## config.mk

```make
export PLATFORM = sky130hd
export DESIGN_NAME = uart_rx_fifo_flat
export DESIGN_NICKNAME = d
export VERILOG_FILES = /design/src/rtl/uart_rx_fifo_if.sv /design/src/rtl/uart_rx_fifo.sv /design/src/flat_wrapper.sv
export SDC_FILE = /design/constraint.sdc
export NUM_CORES = 1
export LEC_CHECK = 0
export ABC_CLOCK_PERIOD_IN_PS = 3100
export CAP_MARGIN = 20
export CORE_MARGIN = 1.5
export CORE_UTILIZATION = 50
export DETAILED_ROUTE_END_ITERATION = 7
export GPL_TIMING_DRIVEN = 0
export PLACE_DENSITY = 0.69
export SLEW_MARGIN = 20
export SYNTH_ARGS = -nofsm -noshare
export SYNTH_HDL_FRONTEND = slang
export SYNTH_SLANG_ARGS = --single-unit
```

## constraint.sdc

```tcl
create_clock -name clk -period 3.1 [get_ports clk]
set_input_delay 0.62 -clock clk [delete_from_list [all_inputs] [get_ports clk]]
set_output_delay 0.62 -clock clk [all_outputs]
set_load 0.01 [all_outputs]
```

## src/rtl/uart_rx_fifo_if.sv

```systemverilog
// Receive-side register interface of uart_rx_fifo: head-of-FIFO view, pop strobe,
// error flags and occupancy. The receiver uses "slave"; a consumer uses "master".
interface uart_rx_fifo_if #(
    parameter int PAYLOAD_BITS = 8,
    parameter int FIFO_DEPTH   = 4
);
    localparam int LW = $clog2(FIFO_DEPTH) + 1;

    logic                    uart_rx_read;
    logic                    uart_rx_valid;
    logic [PAYLOAD_BITS-1:0] uart_rx_data;
    logic                    uart_rx_parity_err;
    logic                    uart_rx_frame_err;
    logic                    uart_rx_overrun;
    logic                    overrun_clear;
    logic [LW-1:0]           fifo_level;

    modport slave (
        input  uart_rx_read, overrun_clear,
        output uart_rx_valid, uart_rx_data, uart_rx_parity_err,
               uart_rx_frame_err, uart_rx_overrun, fifo_level
    );

    modport master (
        output uart_rx_read, overrun_clear,
        input  uart_rx_valid, uart_rx_data, uart_rx_parity_err,
               uart_rx_frame_err, uart_rx_overrun, fifo_level
    );
endinterface

```

## src/rtl/uart_rx_fifo.sv

```systemverilog
// UART receiver with 3-point majority sampling, start-glitch rejection, optional parity
// and a first-word-fall-through receive FIFO carrying per-entry error flags.
module uart_rx_fifo #(
    parameter int CLK_HZ        = 50_000_000,
    parameter int BIT_RATE      = 9600,
    parameter int PAYLOAD_BITS  = 8,
    parameter int STOP_BITS     = 1,
    parameter int PARITY        = 0,
    parameter int FIFO_DEPTH    = 4,
    parameter int RTS_THRESHOLD = FIFO_DEPTH - 1
) (
    input  logic             clk,
    input  logic             resetn,
    input  logic             uart_rxd,
    output logic             uart_rts,
    uart_rx_fifo_if.slave    rx_if
);
    localparam int CPB = (CLK_HZ + BIT_RATE / 2) / BIT_RATE;
    localparam int MID = CPB / 2;
    localparam int CW  = $clog2(CPB);
    localparam int AW  = $clog2(FIFO_DEPTH);
    localparam int LW  = AW + 1;
    localparam int PB  = PAYLOAD_BITS;
    localparam int EW  = PB + 2;

    localparam logic [CW-1:0] CNT_LAST  = CW'(CPB - 1);
    localparam logic [CW-1:0] CNT_S0    = CW'(MID - 1);
    localparam logic [CW-1:0] CNT_S1    = CW'(MID);
    localparam logic [CW-1:0] CNT_S2    = CW'(MID + 1);
    localparam logic [3:0]    LAST_BIT  = 4'(PB - 1);
    localparam logic          STOP_LAST = (STOP_BITS == 2);
    localparam logic [LW-1:0] FULL_LVL  = LW'(FIFO_DEPTH);
    localparam logic [LW-1:0] RTS_LVL   = LW'(RTS_THRESHOLD);

    typedef enum logic [2:0] {IDLE, START, DATA, PAR, STOP} state_t;

    function automatic logic maj3(input logic a, input logic b, input logic c);
        return (a & b) | (a & c) | (b & c);
    endfunction

    state_t          state_q, state_d;
    logic            sync_q, rxs_q;
    logic [CW-1:0]   cnt_q, cnt_d;
    logic            samp0_q, samp0_d, samp1_q, samp1_d;
    logic [PB-1:0]   shift_q, shift_d;
    logic [3:0]      bidx_q, bidx_d;
    logic            sidx_q, sidx_d;
    logic            perr_q, perr_d, ferr_q, ferr_d;
    logic [AW-1:0]   wptr_q, wptr_d, rptr_q, rptr_d;
    logic [LW-1:0]   level_q, level_d;
    logic            overrun_q, overrun_d;
    logic            rts_q, rts_d;
    logic [EW-1:0]   mem_q [FIFO_DEPTH];

    logic            push, do_wr, do_pop, full, bit_v, at_mid, at_end, exp_par;
    logic [EW-1:0]   wr_word, head;

    always_comb begin
        state_d = state_q;
        cnt_d   = (cnt_q == CNT_LAST) ? '0 : cnt_q + CW'(1);
        samp0_d = (cnt_q == CNT_S0) ? rxs_q : samp0_q;
        samp1_d = (cnt_q == CNT_S1) ? rxs_q : samp1_q;
        shift_d = shift_q;
        bidx_d  = bidx_q;
        sidx_d  = sidx_q;
        perr_d  = perr_q;
        ferr_d  = ferr_q;
        push    = 1'b0;
        bit_v   = maj3(samp0_q, samp1_q, rxs_q);
        at_mid  = (cnt_q == CNT_S2);
        at_end  = (cnt_q == CNT_LAST);
        exp_par = (PARITY == 1) ? ~(^shift_q) : ^shift_q;

        case (state_q)
            IDLE: begin
                cnt_d = '0;
                if (!rxs_q) begin
                    state_d = START;
                    perr_d  = 1'b0;
                    ferr_d  = 1'b0;
                    bidx_d  = '0;
                    sidx_d  = 1'b0;
                end
            end
            START: begin
                // A start bit that reads high at mid-bit was noise on an idle line
                if (at_mid && bit_v) state_d = IDLE;
                else if (at_end)     state_d = DATA;
            end
            DATA: begin
                if (at_mid) shift_d = {bit_v, shift_q[PB-1:1]};
                if (at_end) begin
                    if (bidx_q == LAST_BIT) state_d = (PARITY != 0) ? PAR : STOP;
                    else                    bidx_d  = bidx_q + 4'd1;
                end
            end
            PAR: begin
                if (at_mid && (bit_v != exp_par)) perr_d = 1'b1;
                if (at_end) state_d = STOP;
            end
            STOP: begin
                // Push at mid of the last stop bit so the next start edge is never missed
                if (at_mid) begin
                    if (!bit_v) ferr_d = 1'b1;
                    if (sidx_q == STOP_LAST) begin
                        push    = 1'b1;
                        state_d = IDLE;
                    end
                end
                if (at_end) sidx_d = 1'b1;
            end
            default: state_d = IDLE;
        endcase
    end

    always_comb begin
        wr_word   = {ferr_d, perr_q, shift_q};
        full      = (level_q == FULL_LVL);
        do_pop    = rx_if.uart_rx_read && (level_q != '0);
        do_wr     = push && (!full || do_pop);
        wptr_d    = do_wr  ? wptr_q + AW'(1) : wptr_q;
        rptr_d    = do_pop ? rptr_q + AW'(1) : rptr_q;
        level_d   = level_q;
        case ({do_wr, do_pop})
            2'b10:   level_d = level_q + LW'(1);
            2'b01:   level_d = level_q - LW'(1);
            default: level_d = level_q;
        endcase
        // A fresh overrun takes priority over a simultaneous clear
        if (push && full && !do_pop)   overrun_d = 1'b1;
        else if (rx_if.overrun_clear)  overrun_d = 1'b0;
        else                           overrun_d = overrun_q;
        rts_d     = (level_q >= RTS_LVL);
    end

    always_ff @(posedge clk or negedge resetn) begin
        if (!resetn) begin
            state_q   <= IDLE;
            sync_q    <= 1'b1;
            rxs_q     <= 1'b1;
            cnt_q     <= '0;
            samp0_q   <= 1'b1;
            samp1_q   <= 1'b1;
            shift_q   <= '0;
            bidx_q    <= '0;
            sidx_q    <= 1'b0;
            perr_q    <= 1'b0;
            ferr_q    <= 1'b0;
            wptr_q    <= '0;
            rptr_q    <= '0;
            level_q   <= '0;
            overrun_q <= 1'b0;
            rts_q     <= 1'b1;
        end else begin
            state_q   <= state_d;
            sync_q    <= uart_rxd;
            rxs_q     <= sync_q;
            cnt_q     <= cnt_d;
            samp0_q   <= samp0_d;
            samp1_q   <= samp1_d;
            shift_q   <= shift_d;
            bidx_q    <= bidx_d;
            sidx_q    <= sidx_d;
            perr_q    <= perr_d;
            ferr_q    <= ferr_d;
            wptr_q    <= wptr_d;
            rptr_q    <= rptr_d;
            level_q   <= level_d;
            overrun_q <= overrun_d;
            rts_q     <= rts_d;
        end
    end

    always_ff @(posedge clk) begin
        if (do_wr) mem_q[wptr_q] <= wr_word;
    end

    // Head fields are masked while empty so stale storage never leaks out
    always_comb begin
        head                     = mem_q[rptr_q];
        rx_if.uart_rx_valid      = (level_q != '0);
        rx_if.uart_rx_data       = rx_if.uart_rx_valid ? head[PB-1:0] : '0;
        rx_if.uart_rx_parity_err = rx_if.uart_rx_valid && (PARITY != 0) && head[PB];
        rx_if.uart_rx_frame_err  = rx_if.uart_rx_valid && head[PB+1];
        rx_if.uart_rx_overrun    = overrun_q;
        rx_if.fifo_level         = level_q;
        uart_rts                 = rts_q;
    end
endmodule

```

## src/flat_wrapper.sv

```systemverilog
// flat-port wrapper written by rule: the top's interface ports become plain ports
module uart_rx_fifo_flat 
#(
    parameter int CLK_HZ        = 50_000_000,
    parameter int BIT_RATE      = 9600,
    parameter int PAYLOAD_BITS  = 8,
    parameter int STOP_BITS     = 1,
    parameter int PARITY        = 0,
    parameter int FIFO_DEPTH    = 4,
    parameter int RTS_THRESHOLD = FIFO_DEPTH - 1
)
  (clk, resetn, uart_rxd, uart_rts, rx_if_uart_rx_read, rx_if_overrun_clear, rx_if_uart_rx_valid, rx_if_uart_rx_data, rx_if_uart_rx_parity_err, rx_if_uart_rx_frame_err, rx_if_uart_rx_overrun, rx_if_fifo_level);
  uart_rx_fifo_if #(.PAYLOAD_BITS(PAYLOAD_BITS), .FIFO_DEPTH(FIFO_DEPTH)) rx_if_i ();
  input  logic clk;
  input  logic resetn;
  input  logic uart_rxd;
  output logic uart_rts;
  input wire logic [$bits(rx_if_i.uart_rx_read)-1:0] rx_if_uart_rx_read;
  input wire logic [$bits(rx_if_i.overrun_clear)-1:0] rx_if_overrun_clear;
  output wire logic [$bits(rx_if_i.uart_rx_valid)-1:0] rx_if_uart_rx_valid;
  output wire logic [$bits(rx_if_i.uart_rx_data)-1:0] rx_if_uart_rx_data;
  output wire logic [$bits(rx_if_i.uart_rx_parity_err)-1:0] rx_if_uart_rx_parity_err;
  output wire logic [$bits(rx_if_i.uart_rx_frame_err)-1:0] rx_if_uart_rx_frame_err;
  output wire logic [$bits(rx_if_i.uart_rx_overrun)-1:0] rx_if_uart_rx_overrun;
  output wire logic [$bits(rx_if_i.fifo_level)-1:0] rx_if_fifo_level;
  assign rx_if_i.uart_rx_read = rx_if_uart_rx_read;
  assign rx_if_i.overrun_clear = rx_if_overrun_clear;
  assign rx_if_uart_rx_valid = rx_if_i.uart_rx_valid;
  assign rx_if_uart_rx_data = rx_if_i.uart_rx_data;
  assign rx_if_uart_rx_parity_err = rx_if_i.uart_rx_parity_err;
  assign rx_if_uart_rx_frame_err = rx_if_i.uart_rx_frame_err;
  assign rx_if_uart_rx_overrun = rx_if_i.uart_rx_overrun;
  assign rx_if_fifo_level = rx_if_i.fifo_level;
  uart_rx_fifo #(.CLK_HZ(CLK_HZ), .BIT_RATE(BIT_RATE), .PAYLOAD_BITS(PAYLOAD_BITS), .STOP_BITS(STOP_BITS), .PARITY(PARITY), .FIFO_DEPTH(FIFO_DEPTH), .RTS_THRESHOLD(RTS_THRESHOLD)) u_core (.clk(clk), .resetn(resetn), .uart_rxd(uart_rxd), .uart_rts(uart_rts), .rx_if(rx_if_i));
endmodule
```

==> Yosys cells after proc, flatten, opt, wreduce, memory -nomap -nowiden <==
Memories as Yosys holds them, arrays and structs flattened.
Cells that the tools add are included.
{ "word_totals": {"mem_bits_rw": 40, "regBits": 44, "in_bits": 5, "elab_cells": 108, "mem_count": 1} }
{ "classes": {"n_lt_le_gt_ge": 1, "reduce_logical": 23, "n_mux": 33, "eq_ne": 23, "bitwise": 5, "addsub": 6} }
{ "memory_table": {"columns": ["name", "words", "word_bits", "read_ports", "rd_clocked_by_memory_dff", "wr", "line", "rtl"], "rows": [
  ["u_core.mem_q", 4, 10, 1, 0, 1, "uart_rx_fifo.sv:53", "logic [EW-1:0] mem_q [FIFO_DEPTH];"]
]} }
{ "ops": {"columns": ["op", "count"], "rows": [
  ["== test 13 x 12 -> 1 bit (second input constant)", 3],
  ["two-way mux 13 bit", 2],
  ["two-way mux 3 bit", 8],
  ["one-hot mux 3 bit (5 select lines)", 1],
  ["adder 13 x 1 -> 13 bit (second input constant)", 1],
  ["== test 13 bit (second input constant)", 1],
  ["two-way mux 1 bit", 13],
  ["two-way mux 4 bit", 3],
  ["inequality test 2 x 1 -> 1 bit (second input constant)", 6],
  ["nonzero test 2 bit", 5],
  ["two-way mux 8 bit", 1],
  ["one-hot mux 4 bit (2 select lines)", 1],
  ["XOR reduction 8 bit", 1],
  ["logical AND 1 bit", 7],
  ["AND reduction 7 bit", 1],
  ["== test 3 x 2 -> 1 bit (second input constant)", 2],
  ["== test 3 bit (second input constant)", 2],
  ["inequality test 2 bit (second input constant)", 3],
  ["one-hot mux 1 bit (2 select lines)", 3],
  ["one-hot mux 3 bit (2 select lines)", 1],
  ["AND reduction 3 bit", 2],
  ["adder 2 x 1 -> 2 bit (second input constant)", 2],
  ["adder 4 x 1 -> 4 bit (second input constant)", 1],
  ["== test 4 x 3 -> 1 bit (second input constant)", 1],
  ["other kinds (16)", 20]
]} }

==> Logic depth before layout (Yosys ltp) <==
Gate-level depths: netlist of run 1.
{ "depth": {"word_depth": 7, "ltp_mapped": 11, "ltp_nobuf": 11} }

==> Least setup slack after synthesis of run 1 <==
Ideal clock, no wire load.
{ "synth_timing": {"path_kind": "in2reg", "start": "in rx_if_uart_rx_read", "end": "reg u_core.level_q[2] (netlist: u_core.rx_if.fifo_level[2])", "required_ns": 3.032, "path_stages": 8, "t_arrival_ns": 2.462, "path_slack_ns": 0.569, "path_buffers": 1, "path_cell_list": "clkbuf_1 > inv_1 > nor2_1 > nand2_1 > fa_1 > or4_1 > or2_0 > nand3_1"} }
{ "synth_between": {"elab_chain_cells": 5} }
{ "synth_lines": {"columns": ["item", "line", "rtl"], "rows": [
  ["from (decl)", "flat_wrapper.sv:18", "input wire logic [$bits(rx_if_i.uart_rx_read)-1:0] rx_if_uart_rx_read;"],
  ["logical AND 1 bit *", "uart_rx_fifo.sv:119", "do_pop = rx_if.uart_rx_read && (level_q != '0);"],
  ["logical OR 1 bit", "uart_rx_fifo.sv:120", "do_wr = push && (!full || do_pop);"],
  ["logical AND 1 bit", "uart_rx_fifo.sv:120", null],
  ["== test 2 x 1 -> 1 bit / == test 2 bit (equally long branches)", "uart_rx_fifo.sv:124", "case ({do_wr, do_pop})"],
  ["one-hot mux 3 bit (2 select lines) / nonzero test 2 bit (equally long branches)", null, null],
  ["to (signal assigned)", "uart_rx_fifo.sv:168", "level_q <= level_d;"],
  ["to (decl)", "uart_rx_fifo.sv:50", "logic [LW-1:0] level_q, level_d;"]
]} }
Every way passes the cells marked *; elsewhere a longest branch is shown, timed or not.
A chain may end at the register's enable or synchronous reset.

==> Worst setup path in the final report of run 1 <==
{ "layout_timing": {"start": "reg u_core.level_q[2] (netlist: u_core.rx_if.fifo_level[2])", "end": "out rx_if_uart_rx_data[7]"} }
{ "layout_between": {"elab_chain_cells": 2} }
{ "layout_lines": {"columns": ["item", "line", "rtl"], "rows": [
  ["nonzero test 3 bit", "uart_rx_fifo.sv:181", "rx_if.uart_rx_valid = (level_q != '0);"],
  ["two-way mux 8 bit", "uart_rx_fifo.sv:182", "rx_if.uart_rx_data = rx_if.uart_rx_valid ? head[PB-1:0] : '0;"],
  ["to (decl)", "flat_wrapper.sv:21", "output wire logic [$bits(rx_if_i.uart_rx_data)-1:0] rx_if_uart_rx_data;"]
]} }
Every way passes these cells.

==> results of run 1 <==
[logic make-up after synthesis]
logic type	synth area share, %
simple gates	15.87
fa+ha+maj	3.548
other cells	0.1023
compound gates	5.323
xor+xnor	3.821
buf+inv	2.764
mux	9.587
flops	58.99
[metrics by stage]
stage          instance area, um^2  total power (uW)  setup slack (ns)
2_1_floorplan                 3667              1453            0.5692
3_3_place_gp                  3971              1594            0.2309
3_5_place_dp                  3986              1605            0.3603
4_1_cts                       4183              2363            0.1209
5_1_grt                       4183              2456           0.02062
6_report                      4183              2339            0.1960
[registers in the layout, indices dropped and copies added, names as in the netlist]
name and flops:
u_core.uart_rts 1, u_core.rx_if.uart_rx_overrun 1, u_core.sync_q 1, u_core.ferr_q 1, u_core.wptr_q 2, u_core.mem_q 36
u_core.rxs_q 1, u_core.state_q 3, u_core.rptr_q 2, u_core.cnt_q 13, u_core.rx_if.fifo_level 3, u_core.sidx_q 1
u_core.samp1_q 1, u_core.samp0_q 1, u_core.bidx_q 4, u_core.shift_q 8
[path summary, 6_finish.rpt]
| path | start | to | slack, ns |
|---|---|---|---|
| worst min register to register | u_core.sync_q | u_core.rxs_q | 0.37 |
| max in group asynchronous | resetn | u_core.samp0_q | 2.34 |
| worst max register to register | u_core.cnt_q[0] | u_core.rx_if.fifo_level[2] | 0.53 |
| worst max-delay path | u_core.rx_if.fifo_level[2] | rx_if_uart_rx_data[7] | 0.20 |
| worst min-delay path | resetn | u_core.rptr_q[1] | 0.19 |
| min in group clk | u_core.sync_q | u_core.rxs_q | 0.37 |
[Yosys cell counts, drive strengths merged, types with 2 or more instances]
master / count / area share [%]
dfrtp: 38 / 26
edfxtp: 36 / 29
nor2: 24 / 2.5
inv: 14 / 1.4
mux2: 12 / 3.8
xnor2: 12 / 2.9
nand3: 11 / 1.6
nor2b: 10 / 1.7
mux4: 9 / 5.5
nand2: 9 / 1.1
ha: 8 / 2.7
clkbuf: 7 / 0.72
nor3: 7 / 1.3
o21ai: 7 / 0.96
and2: 6 / 1.1
and3: 5 / 0.89
dfstp: 5 / 3.6
buf: 4 / 0.61
o211ai: 4 / 0.82
or3: 4 / 0.68
xor2: 4 / 0.96
and4bb: 3 / 1.0
nand4: 3 / 0.51
nor4: 3 / 0.92
a21o: 2 / 0.41
a21oi: 2 / 0.27
a31oi: 2 / 0.75
nand2b: 2 / 0.34
o41ai: 2 / 0.48
or2: 2 / 0.34
or4: 2 / 0.41
[report_power, final]
group          leakage, uW  switching [uW]  internal, uW  total, uW
Sequential        0.000979            19.6          1130       1150
Clock            0.0000972             389           373        763
Combinational     0.000653             246           180        426
Total              0.00173             655          1680       2340
[layout make-up]
class,instances,area (um^2)
Clock buffer,9,123.9
Sequential cell,79,2163
Timing Repair Buffer,19,195.2
Fill cell,600,2993
Inverter,14,52.55
Multi-Input combinational cell,172,1403
Tap cell,99,123.9
Clock inverter,7,72.57
Buffer,11,48.80
[worst reg2reg max path, cell delays in order, from the launching register on]
cell and delay [ns]:
sky130_fd_sc_hd__dfrtp_1 0.42, sky130_fd_sc_hd__ha_1 0.24, sky130_fd_sc_hd__nand3_1 0.22, sky130_fd_sc_hd__nor2_1 0.07, sky130_fd_sc_hd__nand4_1 0.20, sky130_fd_sc_hd__nand2_1 0.11
sky130_fd_sc_hd__fa_1 0.41, sky130_fd_sc_hd__or4_1 0.55, sky130_fd_sc_hd__or2_0 0.22, sky130_fd_sc_hd__nand3_1 0.08
[layer usage]
metal	GRT usage, %	vias to the layer above
met5	0	-
met4	7.813	0
met3	3.078	9
met2	28.03	37
met1	23.22	1099
li1	-	1058
==> results.rst, run 1 <==
.. list-table::
   :header-rows: 1

   * - Metric
     - Value
   * - Overall die area
     - 0.007857 mm^2
   * - Hold WC Path Type
     - in -> async
   * - Final period utilization
     - 93.68%
   * - Crit Path Class
     - reg -> out
   * - Initial cell density of the core
     - 51.11%
   * - Post-route clock skew
     - 0.01315 ns
   * - Placed Cells incl. Taps
     - 394
   * - Number of distinct standard cells referenced by the synthesized netlist
     - 59
   * - Routed wire per std cell
     - 15.36 um
   * - Hold Fails Final Rpt
     - 0
   * - Critical path depth in cells
     - 5
   * - Input/output buffers
     - 18
   * - 1st-pass router iterations
     - 4
   * - Number of violations of the max-capacitance limit
     - 0
   * - Routed Antenna Nets
     - 0
   * - Number of storage elements in the synthesis netlist
     - 79
   * - First-pass GRT wire length
     - 10120 um
   * - Synth Net Count
     - 290
   * - Setup TNS after final layout
     - 0 ns
   * - Fraction of final layout cells with drive strength greater than 1
     - 19.61%
   * - Combined global-route utilization of all metal layers
     - 17.41%
   * - Critical path's largest stage delay
     - 0.50 ns
   * - Most used flip-flop cell after synthesis
     - sky130_fd_sc_hd__dfrtp_1
   * - Slew at the pin closest to its max-slew limit
     - 0.7544 ns
   * - Core Rows
     - 31
   * - Antenna violations before repair
     - 0
   * - Crit path time final
     - 2.904 ns
   * - WL met2
     - 3124 um
   * - Count of boundary I/O pins
     - 21
   * - Total count of max-transition violations in the final report
     - 0
   * - Worst Hold Slack
     - 0.1862 ns
   * - Vias in the first global route
     - 2123
   * - Wire length reported by the detailed router
     - 6296 um
   * - Cells on worst reg2reg path
     - 9
   * - Number of buffers inserted during clock tree synthesis
     - 9
   * - Critical path launch point type
     - register
   * - Synth Instances
     - 276
   * - Number of endpoints failing setup at the final stage
     - 0
   * - Most common library cell in the layout ignoring fill and taps
     - sky130_fd_sc_hd__dfrtp_1
   * - CTS H-Tree Depth
     - 3
   * - Count of nets after finishing
     - 320
   * - F_max
     - 344.4 MHz
   * - Post-CTS Setup Bufs
     - 0
   * - Share of synthesized area occupied by flip-flops and latches
     - 58.99%
   * - Overall via count from detail_route
     - 2203
   * - Total DRC errors in the routed layout
     - 0
   * - Floorplan Core Area
     - 0.007176 mm^2
   * - Top library cells by usage in the layout, fill and taps aside
     - 38 x sky130_fd_sc_hd__dfrtp_1, 36 x sky130_fd_sc_hd__edfxtp_1, 23 x sky130_fd_sc_hd__nor2_1
   * - Crit-path leading delay family
     - buffers and inverters
   * - Global-route congestion overflow total
     - 0
   * - Static leakage power
     - 0.001730 uW
   * - Routed length on met1
     - 2910 um
   * - Synth Area per Inst
     - 13.29 um^2
   * - Clock-pin transition on the worst setup and hold timing paths
     - 0.09 ns
   * - Most repeated library cell on the critical path
     - sky130_fd_sc_hd__clkbuf_1
   * - Met3 Wirelength
     - 167 um
   * - Clock Path Buffers
     - 2
   * - Peak supply drop
     - 0.2445 mV
   * - Clock insertion delay at the later pin of the skew report
     - 0.35 ns
   * - CP Max Fanout
     - 10
   * - Average via count per standard cell
     - 5.373
   * - Iteration-0 DRC Markers
     - 131
   * - Count of cells resized by post-cts repair
     - 0
   * - TritonCTS Sinks
     - 79
   * - Cell chain of the critical path
     - clkbuf_1 -> nor3_1 -> clkbuf_1 -> nor2b_1 -> clkdlybuf4s50_1
   * - Master of the slowest instance on the critical path
     - sky130_fd_sc_hd__clkdlybuf4s50_1
   * - Post-synth ARST share
     - 54.43%
   * - Number of enable flip-flop cells after synthesis
     - 36
   * - Unrepaired setup endpoints after global routing
     - false
   * - Root buffer cell
     - sky130_fd_sc_hd__clkbuf_8
   * - Final standard cell utilization of the core
     - 58.29%
   * - GPL Wtd Cong
     - 0.7846
   * - Relative slew margins
     - 49.05%
   * - DIE WIDTH
     - 88.64 um
   * - Setup crit end kind
     - output port
   * - Power per cell area
     - 559.1 mW/mm^2
   * - Clock tree from TritonCTS
     - built
   * - Largest net degree at the start of global routing
     - 28
   * - Syn-to-layout area delta
     - 14.06%
   * - Post-synthesis instance area
     - 0.003667 mm^2
   * - Estimated wirelength of the detail-placed design
     - 4228 um
   * - Top Layer Used
     - met4
   * - Number of diodes
     - 0
   * - Arrival time at the worst endpoint
     - 2.28 ns
   * - Die height
     - 88.64 um
   * - Run status
     - finished, final reports clean
   * - Data required, critical path
     - 2.48 ns
   * - Worst path buffer plus inverter count
     - 3
   * - Final cell count without fillers
     - 410
   * - Number of synthesis warnings
     - 0
   * - Hold-fix buffers, CTS
     - 0
(Power assumes the default switching activity.)
==> run 2: changes to the inputs <==
--- a/config.mk
+++ b/config.mk
@@ -8,10 +8,10 @@
 export ABC_CLOCK_PERIOD_IN_PS = 3100
 export CAP_MARGIN = 20
 export CORE_MARGIN = 1.5
-export CORE_UTILIZATION = 50
+export CORE_UTILIZATION = 30
+export CTS_CLUSTER_SIZE = 28
 export DETAILED_ROUTE_END_ITERATION = 7
 export GPL_TIMING_DRIVEN = 0
-export PLACE_DENSITY = 0.69
 export SLEW_MARGIN = 20
 export SYNTH_ARGS = -nofsm -noshare
 export SYNTH_HDL_FRONTEND = slang
==> run 2 against run 1 <==
Utilization shrank 22 points. Design area is 4.2% higher. Setup slack lost 0.014 ns. Highest routed layer unchanged.
==> results.rst, run 2 (synthesized netlist as in run 1, its figures left out) <==
.. list-table::
   :header-rows: 1

   * - Metric
     - Value
   * - Peak supply drop
     - 0.2764 mV
   * - Total DRC errors in the routed layout
     - 0
   * - Final period utilization
     - 94.11%
   * - Die height
     - 113.6 um
   * - Run status
     - finished, final reports clean
   * - Number of violations of the max-capacitance limit
     - 0
   * - Clock tree from TritonCTS
     - built
   * - Root buffer cell
     - sky130_fd_sc_hd__clkbuf_16
   * - Post-route clock skew
     - 0.008903 ns
   * - Wire length reported by the detailed router
     - 6301 um
   * - Unrepaired setup endpoints after global routing
     - false
   * - Iteration-0 DRC Markers
     - 121
   * - Number of endpoints failing setup at the final stage
     - 0
   * - Slew at the pin closest to its max-slew limit
     - 0.6795 ns
   * - Global-route congestion overflow total
     - 0
   * - Flip-flop count of the largest register after layout
     - 36
   * - Average via count per standard cell
     - 4.779
   * - Sequential share of power
     - 42.9%
   * - First-pass GRT wire length
     - 10680 um
   * - Hold WC Path Type
     - in -> async
   * - DIE WIDTH
     - 113.6 um
   * - Clock Path Buffers
     - 2
   * - Vias in the first global route
     - 2192
   * - Count of cells resized by post-cts repair
     - 0
   * - Relative slew margins
     - 54.11%
   * - Final cell count without fillers
     - 458
   * - Antenna violations before repair
     - 0
   * - Fraction of final layout cells with drive strength greater than 1
     - 19.94%
   * - Crit Path Class
     - reg -> out
   * - Hold-fix buffers, CTS
     - 0
   * - TritonCTS Sinks
     - 79
   * - Routed Antenna Nets
     - 0
   * - CTS H-Tree Depth
     - 3
   * - Top library cells by usage in the layout, fill and taps aside
     - 38 x sky130_fd_sc_hd__dfrtp_1, 36 x sky130_fd_sc_hd__edfxtp_1, 23 x sky130_fd_sc_hd__nor2_1
   * - Number of diodes
     - 0
   * - Static leakage power
     - 0.001786 uW
   * - Placed Cells incl. Taps
     - 442
   * - Number of buffers inserted during clock tree synthesis
     - 9
   * - Overall die area
     - 0.01290 mm^2
   * - Input/output buffers
     - 18
   * - Power per cell area
     - 616.6 mW/mm^2
   * - Setup WS post-layout
     - 0.1824 ns
   * - Floorplan Core Area
     - 0.01196 mm^2
   * - Clock-pin transition on the worst setup and hold timing paths
     - 0.07 ns
   * - Initial cell density of the core
     - 30.66%
   * - Count of nets after finishing
     - 320
   * - Net switching fraction of the power
     - 27.22%
   * - Post-CTS Setup Bufs
     - 0
   * - 1st-pass router iterations
     - 4
   * - Crit path time final
     - 2.918 ns
   * - Hold Fails Final Rpt
     - 0
   * - Register-to-register path setup slack
     - 0.50 ns
   * - CP Max Fanout
     - 10
   * - GPL Wtd Cong
     - 0.7384
   * - Arrival time at the worst endpoint
     - 2.30 ns
   * - Core Rows
     - 40
   * - Worst slack at placement
     - 0.3399 ns
   * - Data required, critical path
     - 2.48 ns
   * - Estimated wirelength of the detail-placed design
     - 4311 um
   * - Syn-to-layout area delta
     - 18.80%
   * - Most common library cell in the layout ignoring fill and taps
     - sky130_fd_sc_hd__dfrtp_1
   * - F_max
     - 342.8 MHz
   * - Overall via count from detail_route
     - 2189
   * - Setup crit end kind
     - output port
   * - Setup TNS after final layout
     - 0 ns
   * - Switching power
     - 731.1 uW
   * - Combinational Power Share
     - 16.2%
   * - Largest net degree at the start of global routing
     - 28
   * - Design internal power
     - 1955 uW
   * - Critical path launch point type
     - register
   * - Clk pwr share
     - 40.9%
   * - Combined global-route utilization of all metal layers
     - 10.76%
   * - Clock insertion delay at the later pin of the skew report
     - 0.34 ns
   * - Most flop-heavy register
     - u_core.mem_q
   * - Routed wire per std cell
     - 13.76 um
   * - Total count of max-transition violations in the final report
     - 0
   * - Count of boundary I/O pins
     - 21
   * - Registers with the most flip-flops
     - u_core.mem_q (36), u_core.cnt_q (13), u_core.shift_q (8)
[run 2: cell types whose count changed in the layout (fill, tap and decap cells not counted)]
cell / before / now
sky130_fd_sc_hd__clkbuf_8: 9 / 0
sky130_fd_sc_hd__clkbuf_16: 0 / 9
sky130_fd_sc_hd__inv_8: 0 / 1
sky130_fd_sc_hd__inv_6: 1 / 4
sky130_fd_sc_hd__clkinv_2: 1 / 0
sky130_fd_sc_hd__clkinvlp_4: 1 / 0
sky130_fd_sc_hd__clkinv_1: 1 / 0
sky130_fd_sc_hd__clkinv_4: 2 / 1
[run 2: power by group through the flow]
stage	registers, uW	clock network (uW)	logic, uW
6_report	1150	1100	435
5_1_grt	1160	1170	481
4_1_cts	1150	1120	440
3_5_place_dp	1170	0	437
3_3_place_gp	1170	0	426
2_1_floorplan	1180	0	273
[run 2: worst paths after layout]
| kind | start | end | depth (start not counted) |
|---|---|---|---|
| min | resetn | u_core.rx_if.uart_rx_overrun | 1 |
| max in group asynchronous | resetn | u_core.sync_q | 2 |
| max | u_core.rx_if.fifo_level[2] | rx_if_uart_rx_data[6] | 5 |
| min reg2reg | u_core.sync_q | u_core.rxs_q | 0 |
| max reg2reg | u_core.cnt_q[0] | u_core.rx_if.fifo_level[2] | 9 |
| min in group clk | u_core.sync_q | u_core.rxs_q | 0 |
[run 2: per-layer routing]
metal / track usage (%) / vias up / part of all wire, %
li1: - / 1063 / -
met1: 13.34 / 1080 / 46
met2: 17.35 / 36 / 49
met3: 3.401 / 10 / 3.8
met4: 4.667 / 0 / 1.7
met5: 0 / - / 0
[run 2: final cells by class]
class / count / area (um^2)
fillers: 1138 / 7605
inverters: 14 / 52.55
flip-flops and latches: 79 / 2163
repair buffers: 19 / 195.2
plain buffers: 11 / 48.80
clock buffers: 9 / 225.2
clock inverters: 7 / 85.08
well taps: 147 / 183.9
multi-input cells: 172 / 1403
[run 2: worst max-delay path: stages (launching register included)]
cell and delay, ns:
sky130_fd_sc_hd__dfrtp_1 0.38, sky130_fd_sc_hd__clkbuf_1 0.23, sky130_fd_sc_hd__nor3_1 0.29, sky130_fd_sc_hd__clkbuf_1 0.44, sky130_fd_sc_hd__nor2b_1 0.12, sky130_fd_sc_hd__clkdlybuf4s50_1 0.50
[run 2: metrics by stage]
| stage | hold slack (ns) | utilization (%) | area, um^2 | power (uW) |
|---|---|---|---|---|
| final | 0.2067 | 36.42 | 4357 | 2686 |
| after global routing | 0.2353 | 36.42 | 4357 | 2808 |
| after CTS | 0.2185 | 36.42 | 4357 | 2713 |
| after detailed placement | 0.3492 | 33.83 | 4046 | 1611 |
| after global placement | 0.3485 | 33.70 | 4031 | 1599 |
| after floorplan | 0.3244 | - | 3667 | 1453 |
==> run 3: changes to the inputs <==
--- a/config.mk
+++ b/config.mk
@@ -9,9 +9,10 @@
 export CAP_MARGIN = 20
 export CORE_MARGIN = 1.5
 export CORE_UTILIZATION = 30
-export CTS_CLUSTER_SIZE = 28
+export CTS_CLUSTER_SIZE = 40
 export DETAILED_ROUTE_END_ITERATION = 7
 export GPL_TIMING_DRIVEN = 0
+export PLACE_DENSITY = 0.57
 export SLEW_MARGIN = 20
 export SYNTH_ARGS = -nofsm -noshare
 export SYNTH_HDL_FRONTEND = slang
==> run 3 against run 2 <==
Clock skew grew 0.0015 ns. Maximum frequency grew 1.2%. Die area is the same. Design area shrank 0.17%. Wire length shrank 0.51%. Sequential share of layout area grew 0.086 points. Utilization shrank 0.063 points. First-iteration DRC count shrank 31%. Setup slack gained 0.035 ns. Largest cell class unchanged. Largest power group unchanged. Highest routed layer unchanged.
==> results.rst, run 3 (synthesized netlist as in run 1, its figures left out) <==
.. list-table::
   :header-rows: 1

   * - Metric
     - Value
   * - Relative slew margins
     - 49.34%
   * - GPL Wtd Cong
     - 0.8083
   * - Cell Area, Placed
     - 0.004046 mm^2
   * - Static leakage power
     - 0.001779 uW
   * - R2r startpoint
     - u_core.cnt_q[0]
   * - Arrival time at the worst endpoint
     - 2.26 ns
   * - Hold Fails Final Rpt
     - 0
   * - Wire length reported by the detailed router
     - 6269 um
   * - Met1 track utilization from global routing
     - 13.23%
   * - First-pass GRT wire length
     - 10670 um
   * - Number of diodes
     - 0
   * - Vias in the first global route
     - 2122
   * - Estimated wirelength of the detail-placed design
     - 4318 um
   * - Fraction of final layout cells with drive strength greater than 1
     - 19.94%
   * - Worst slack at placement
     - 0.3319 ns
   * - F_max
     - 347.0 MHz
   * - CTS H-Tree Depth
     - 3
   * - Clock Path Buffers
     - 2
   * - Cells on worst reg2reg path
     - 9
   * - Most repeated library cell on the critical path
     - sky130_fd_sc_hd__clkbuf_1
   * - Hold-fix buffers, CTS
     - 0
   * - Crit path time final
     - 2.882 ns
   * - Iteration-0 DRC Markers
     - 84
   * - Input/output buffers
     - 18
   * - Worst path buffer plus inverter count
     - 3
   * - Data required, critical path
     - 2.48 ns
   * - Master of the slowest instance on the critical path
     - sky130_fd_sc_hd__clkdlybuf4s50_1
   * - Count of nets after finishing
     - 320
   * - Clock-pin transition on the worst setup and hold timing paths
     - 0.06 ns
   * - Routed Antenna Nets
     - 0
   * - Most flop-heavy register
     - u_core.mem_q
   * - Global-route congestion overflow total
     - 0
   * - Sum of internal, switching and leakage power
     - 2638 uW
   * - Clock insertion delay at the later pin of the skew report
     - 0.33 ns
   * - Hold WC Path Type
     - in -> async
   * - Registers with the most flip-flops
     - u_core.mem_q (36), u_core.cnt_q (13), u_core.shift_q (8)
   * - Run status
     - finished, final reports clean
   * - Routed wire per std cell
     - 13.69 um
   * - DIE WIDTH
     - 113.6 um
   * - Number of endpoints failing setup at the final stage
     - 0
   * - Combined global-route utilization of all metal layers
     - 10.52%
   * - Top library cells by usage in the layout, fill and taps aside
     - 38 x sky130_fd_sc_hd__dfrtp_1, 36 x sky130_fd_sc_hd__edfxtp_1, 23 x sky130_fd_sc_hd__nor2_1
   * - Final standard cell utilization of the core
     - 36.36%
   * - Largest net degree at the start of global routing
     - 25
   * - Antenna violations before repair
     - 0
   * - Post-route clock skew
     - 0.01044 ns
   * - Number of violations of the max-capacitance limit
     - 0
   * - Slew at the pin closest to its max-slew limit
     - 0.7501 ns
   * - Initial cell density of the core
     - 30.66%
   * - Unrepaired setup endpoints after global routing
     - false
   * - Post-CTS Setup Bufs
     - 0
   * - Critical path launch point type
     - register
   * - Root buffer cell
     - sky130_fd_sc_hd__clkbuf_16
   * - Peak supply drop
     - 0.2608 mV
   * - Overall via count from detail_route
     - 2204
   * - Power per cell area
     - 606.5 mW/mm^2
   * - Setup TNS after final layout
     - 0 ns
   * - Met2 track utilization from global routing
     - 17.67%
   * - Register-to-register path setup slack
     - 0.52 ns
   * - Core Rows
     - 40
   * - Number of fillers in the final layout
     - 1142
   * - Count of boundary I/O pins
     - 21
   * - 1st-pass router iterations
     - 4
   * - Critical path's largest stage delay
     - 0.49 ns
   * - Floorplan Core Area
     - 0.01196 mm^2
   * - Most common library cell in the layout ignoring fill and taps
     - sky130_fd_sc_hd__dfrtp_1
   * - Flip-flop count of the largest register after layout
     - 36
   * - Most crowded layer after global routing
     - met2
   * - TritonCTS Sinks
     - 79
   * - Total DRC errors in the routed layout
     - 0
   * - Number of buffers inserted during clock tree synthesis
     - 9
   * - Met3 usage
     - 3.401%
   * - Die height
     - 113.6 um
   * - CP Max Fanout
     - 10
   * - Setup crit end kind
     - output port
   * - Cell chain of the critical path
     - clkbuf_1 -> nor3_1 -> clkbuf_1 -> nor2b_1 -> clkdlybuf4s50_1
   * - Critical register-to-register path endpoint
     - u_core.rx_if.fifo_level[2]
   * - Final Instance Area
     - 0.004349 mm^2
   * - Final period utilization
     - 92.97%
   * - Count of cells resized by post-cts repair
     - 0
   * - Total count of max-transition violations in the final report
     - 0
   * - Syn-to-layout area delta
     - 18.59%
   * - Crit Path Class
     - reg -> out
   * - Overall die area
     - 0.01290 mm^2
   * - Average via count per standard cell
     - 4.812
   * - Clock tree from TritonCTS
     - built
   * - Setup WS post-layout
     - 0.2178 ns
   * - Crit-path leading delay family
     - buffers and inverters
[run 3: changes by cell type in the layout (fill, tap and decap cells not counted), sizes merged]
cell / previous run / this run
inv: 19 / 17
clkinv: 1 / 2
clkinvlp: 0 / 1
[run 3: final cells by class]
type	count	area, um^2	area share (%)
plain buffers	11	48.80	1.122
clock buffers	9	225.2	5.178
clock inverters	7	77.57	1.784
inverters	14	52.55	1.208
multi-input cells	172	1403	32.25
flip-flops and latches	79	2163	49.74
well taps	147	183.9	4.229
repair buffers	19	195.2	4.488
[run 3: worst max path at each step]
stage	slack (ns)	start	to	cells past startpoint
finish	0.22	u_core.rx_if.fifo_level[2]	rx_if_uart_rx_data[6]	5
floorplan	0.57	rx_if_uart_rx_read	u_core.rx_if.fifo_level[2]	8
global placement	0.11	resetn	u_core.shift_q[2]	1
detailed placement	0.33	rx_if_uart_rx_read	u_core.rx_if.fifo_level[2]	8
CTS	0.13	u_core.rx_if.fifo_level[2]	rx_if_uart_rx_data[6]	5
global route	0.06	u_core.rx_if.fifo_level[2]	rx_if_uart_rx_data[6]	5
[run 3: per-stage QoR]
| step | hold WS, ns | instances |
|---|---|---|
| after floorplan | 0.3244 | 276 |
| after detailed placement | 0.3478 | 442 |
| after global routing | 0.2777 | 458 |
| final | 0.2470 | 458 |
| after global placement | 0.3473 | 441 |
| after CTS | 0.2624 | 458 |
[run 3: worst reg2reg max path, delay by kind of cell (launching register included)]
kind / cells / cell delay (ns)
flip-flops: 1 / 0.42
adder cells (fa/ha/maj): 2 / 0.65
AND/OR/NAND/NOR: 7 / 1.43
[run 3: power breakdown]
part	switching (uW)	internal, uW
logic	241	180
clock network	433	632
registers	20.1	1130
total	694	1940
[run 3: routing by layer]
metal  wire, um  part of all wire [%]
met5          0                     0
met4         39                  0.62
met3        211                   3.4
met2       3134                    50
met1       2883                    46
==> variant: new RTL, config.mk and constraints of run 1 <==
`FIFO_DEPTH` is set to 4 in 3 places; all go to 8.
--- a/src/rtl/uart_rx_fifo_if.sv
+++ b/src/rtl/uart_rx_fifo_if.sv
@@ -2,7 +2,7 @@
 // error flags and occupancy. The receiver uses "slave"; a consumer uses "master".
 interface uart_rx_fifo_if #(
     parameter int PAYLOAD_BITS = 8,
-    parameter int FIFO_DEPTH   = 4
+    parameter int FIFO_DEPTH   = 8
 );
     localparam int LW = $clog2(FIFO_DEPTH) + 1;
 
--- a/src/rtl/uart_rx_fifo.sv
+++ b/src/rtl/uart_rx_fifo.sv
@@ -6,7 +6,7 @@
     parameter int PAYLOAD_BITS  = 8,
     parameter int STOP_BITS     = 1,
     parameter int PARITY        = 0,
-    parameter int FIFO_DEPTH    = 4,
+    parameter int FIFO_DEPTH    = 8,
     parameter int RTS_THRESHOLD = FIFO_DEPTH - 1
 ) (
     input  logic             clk,
--- a/src/flat_wrapper.sv
+++ b/src/flat_wrapper.sv
@@ -6,7 +6,7 @@
     parameter int PAYLOAD_BITS  = 8,
     parameter int STOP_BITS     = 1,
     parameter int PARITY        = 0,
-    parameter int FIFO_DEPTH    = 4,
+    parameter int FIFO_DEPTH    = 8,
     parameter int RTS_THRESHOLD = FIFO_DEPTH - 1
 )
   (clk, resetn, uart_rxd, uart_rts, rx_if_uart_rx_read, rx_if_overrun_clear, rx_if_uart_rx_valid, rx_if_uart_rx_data, rx_if_uart_rx_parity_err, rx_if_uart_rx_frame_err, rx_if_uart_rx_overrun, rx_if_fifo_level);
Interface: changed (resized rx_if_fifo_level); port bits go from 21 to 22. No check against the original RTL was run, so the function may have changed too.
==> variant against run 1 <==
  * Sequential share of layout area grew 2.2 points
  * Total power grew 52%
  * Sequential cell count grew 39
  * Design area rose by 47%
  * First-iteration DRC count rose by 11%
  * Worst setup slack worse by 31 ps
  * Wire length is 41% higher
  * Synthesized area increased by 39%
  * Sequential power is 44% higher
  * Largest cell class unchanged
  * Highest routed layer unchanged
==> variant: results (changes against run 1) <==
- Worst hold slack: 126 ps (-59.7 ps)
- Fin nets: 386 (+21%)
- Worst VDD drop: 0.381 mV (+56%)
- Ys async rst share: 39.0% (-15 points)
- Worst R2R Start: u_core.cnt_q[1]
- Synth area leaders: edfxtp_1, dfrtp_1, mux4_2
- Leakage power: 2.54 nW (+47%)
- Layout cell share with drive strength beyond 1: 26.4% (+6.7 points)
- Vias per inst: 5.48 (+1.9%)
- Largest net degree at the start of global routing: 27 (-3.6%)
- Largest regs: u_core.mem_q (72), u_core.cnt_q (13), u_core.shift_q (8)
- Starting DRC count in detailed routing: 145 (+11%)
- Outcome: finished clean
- Worst slew pin tran: 894 ps (+139 ps)
- Post-synth EDFFs: 72 (+100%)
- Cts bufs inserted: 17 (+8)
- Sequential fraction of the synthesis area: 65.0% (+6.0 points)
- Fillers: 697 (+16%)
- CP Launch Point: u_core.rptr_q[0]
- Capture point of the worst reg-to-reg path: u_core.mem_q[5][5]
- Clock skew: 11.9 ps (-1.29 ps)
- Worst-path clk slew: 60 ps (-30 ps)
- Synth cell count leaders: edfxtp_1, dfrtp_1, nor2_1, mux4_2, nand2_1
- Critical Path AT: 2320 ps (+40 ps)
- Routability cong.: 0.744 (-5.2%)
- Routed length per instance: 17.0 um (+11%)
- Top FF cell, synth: edfxtp_1
-- variant: critical path, cell delays in order (launching register included) --
cell and delay [ps]:
dfrtp_1 390, buf_12 170, buf_12 160, mux4_2 550, mux2i_1 160, nor2_1 50
dlygate4sd2_1 300
-- variant: worst max path at each step --
stage,to,slack (ps),cells after the start
final,rx_if_uart_rx_data[0],160,6
after global routing,rx_if_uart_rx_data[0],50,6
after floorplan,u_core.mem_q[0][0],500,5
after CTS,rx_if_uart_rx_data[4],2,6
after detailed placement,rx_if_uart_rx_data[0],-60,6
after global placement,u_core.mem_q[0][4],-560,5
-- variant: per-stage QoR --
stage	power (mW)	utilization, %	instance area [um2]
2_1_floorplan	1.69	-	5110
3_3_place_gp	1.71	55.5	5480
3_5_place_dp	1.71	56.1	5540
4_1_cts	3.60	62.3	6150
5_1_grt	3.67	62.4	6160
6_report	3.56	62.4	6160
-- variant: power by group --
| group | switching [mW] | internal [mW] | leakage [nW] | total [mW] |
|---|---|---|---|---|
| Clock | 0.669 | 1.21 | 0.270 | 1.88 |
| Sequential | 0.00112 | 1.66 | 1.45 | 1.66 |
| Combinational | 0.0143 | 0.00833 | 0.822 | 0.0226 |
| Total | 0.685 | 2.88 | 2.54 | 3.56 |
-- variant: logic make-up (layout without fill, tap and decap cells) --
group | after synthesis | count (layout) | synth area share [%]
other | 1 | 1 | 0.0734
flip-flops | 118 | 118 | 65.0
XOR/XNOR | 18 | 18 | 3.09
multiplexers | 42 | 42 | 13.0
adder cells (fa/ha/maj) | 8 | 8 | 1.91
AO/OA/AOI/OAI | 25 | 25 | 3.80
AND/OR/NAND/NOR | 98 | 98 | 11.0
buffers and inverters | 22 | 77 | 2.18
-- variant: area by class of cell --
cell class | count | area share, %
Buffer | 12 | 1.87
Clock buffer | 18 | 6.79
Clock inverter | 14 | 2.58
Inverter | 10 | 0.610
Multi-Input combinational cell | 192 | 27.7
Sequential cell | 118 | 53.9
Tap cell | 133 | 2.70
Timing Repair Buffer | 23 | 3.82
-- variant: per-layer routing --
layer	track usage (%)	part of all wire, %	vias to the layer above
li1	-	-	1341
met1	23.7	46	1438
met2	28.9	50	58
met3	4.76	3.8	10
met4	6.85	0.88	0
met5	0	0	-
-- variant: timing repair --
item / in CTS / in global routing
cloned: 0 / 0
pin swaps: 0 / 0
buffers inserted: 0 / 0
gates resized for setup: 18 / 3
endpoints found under the setup margin: 9 / 3
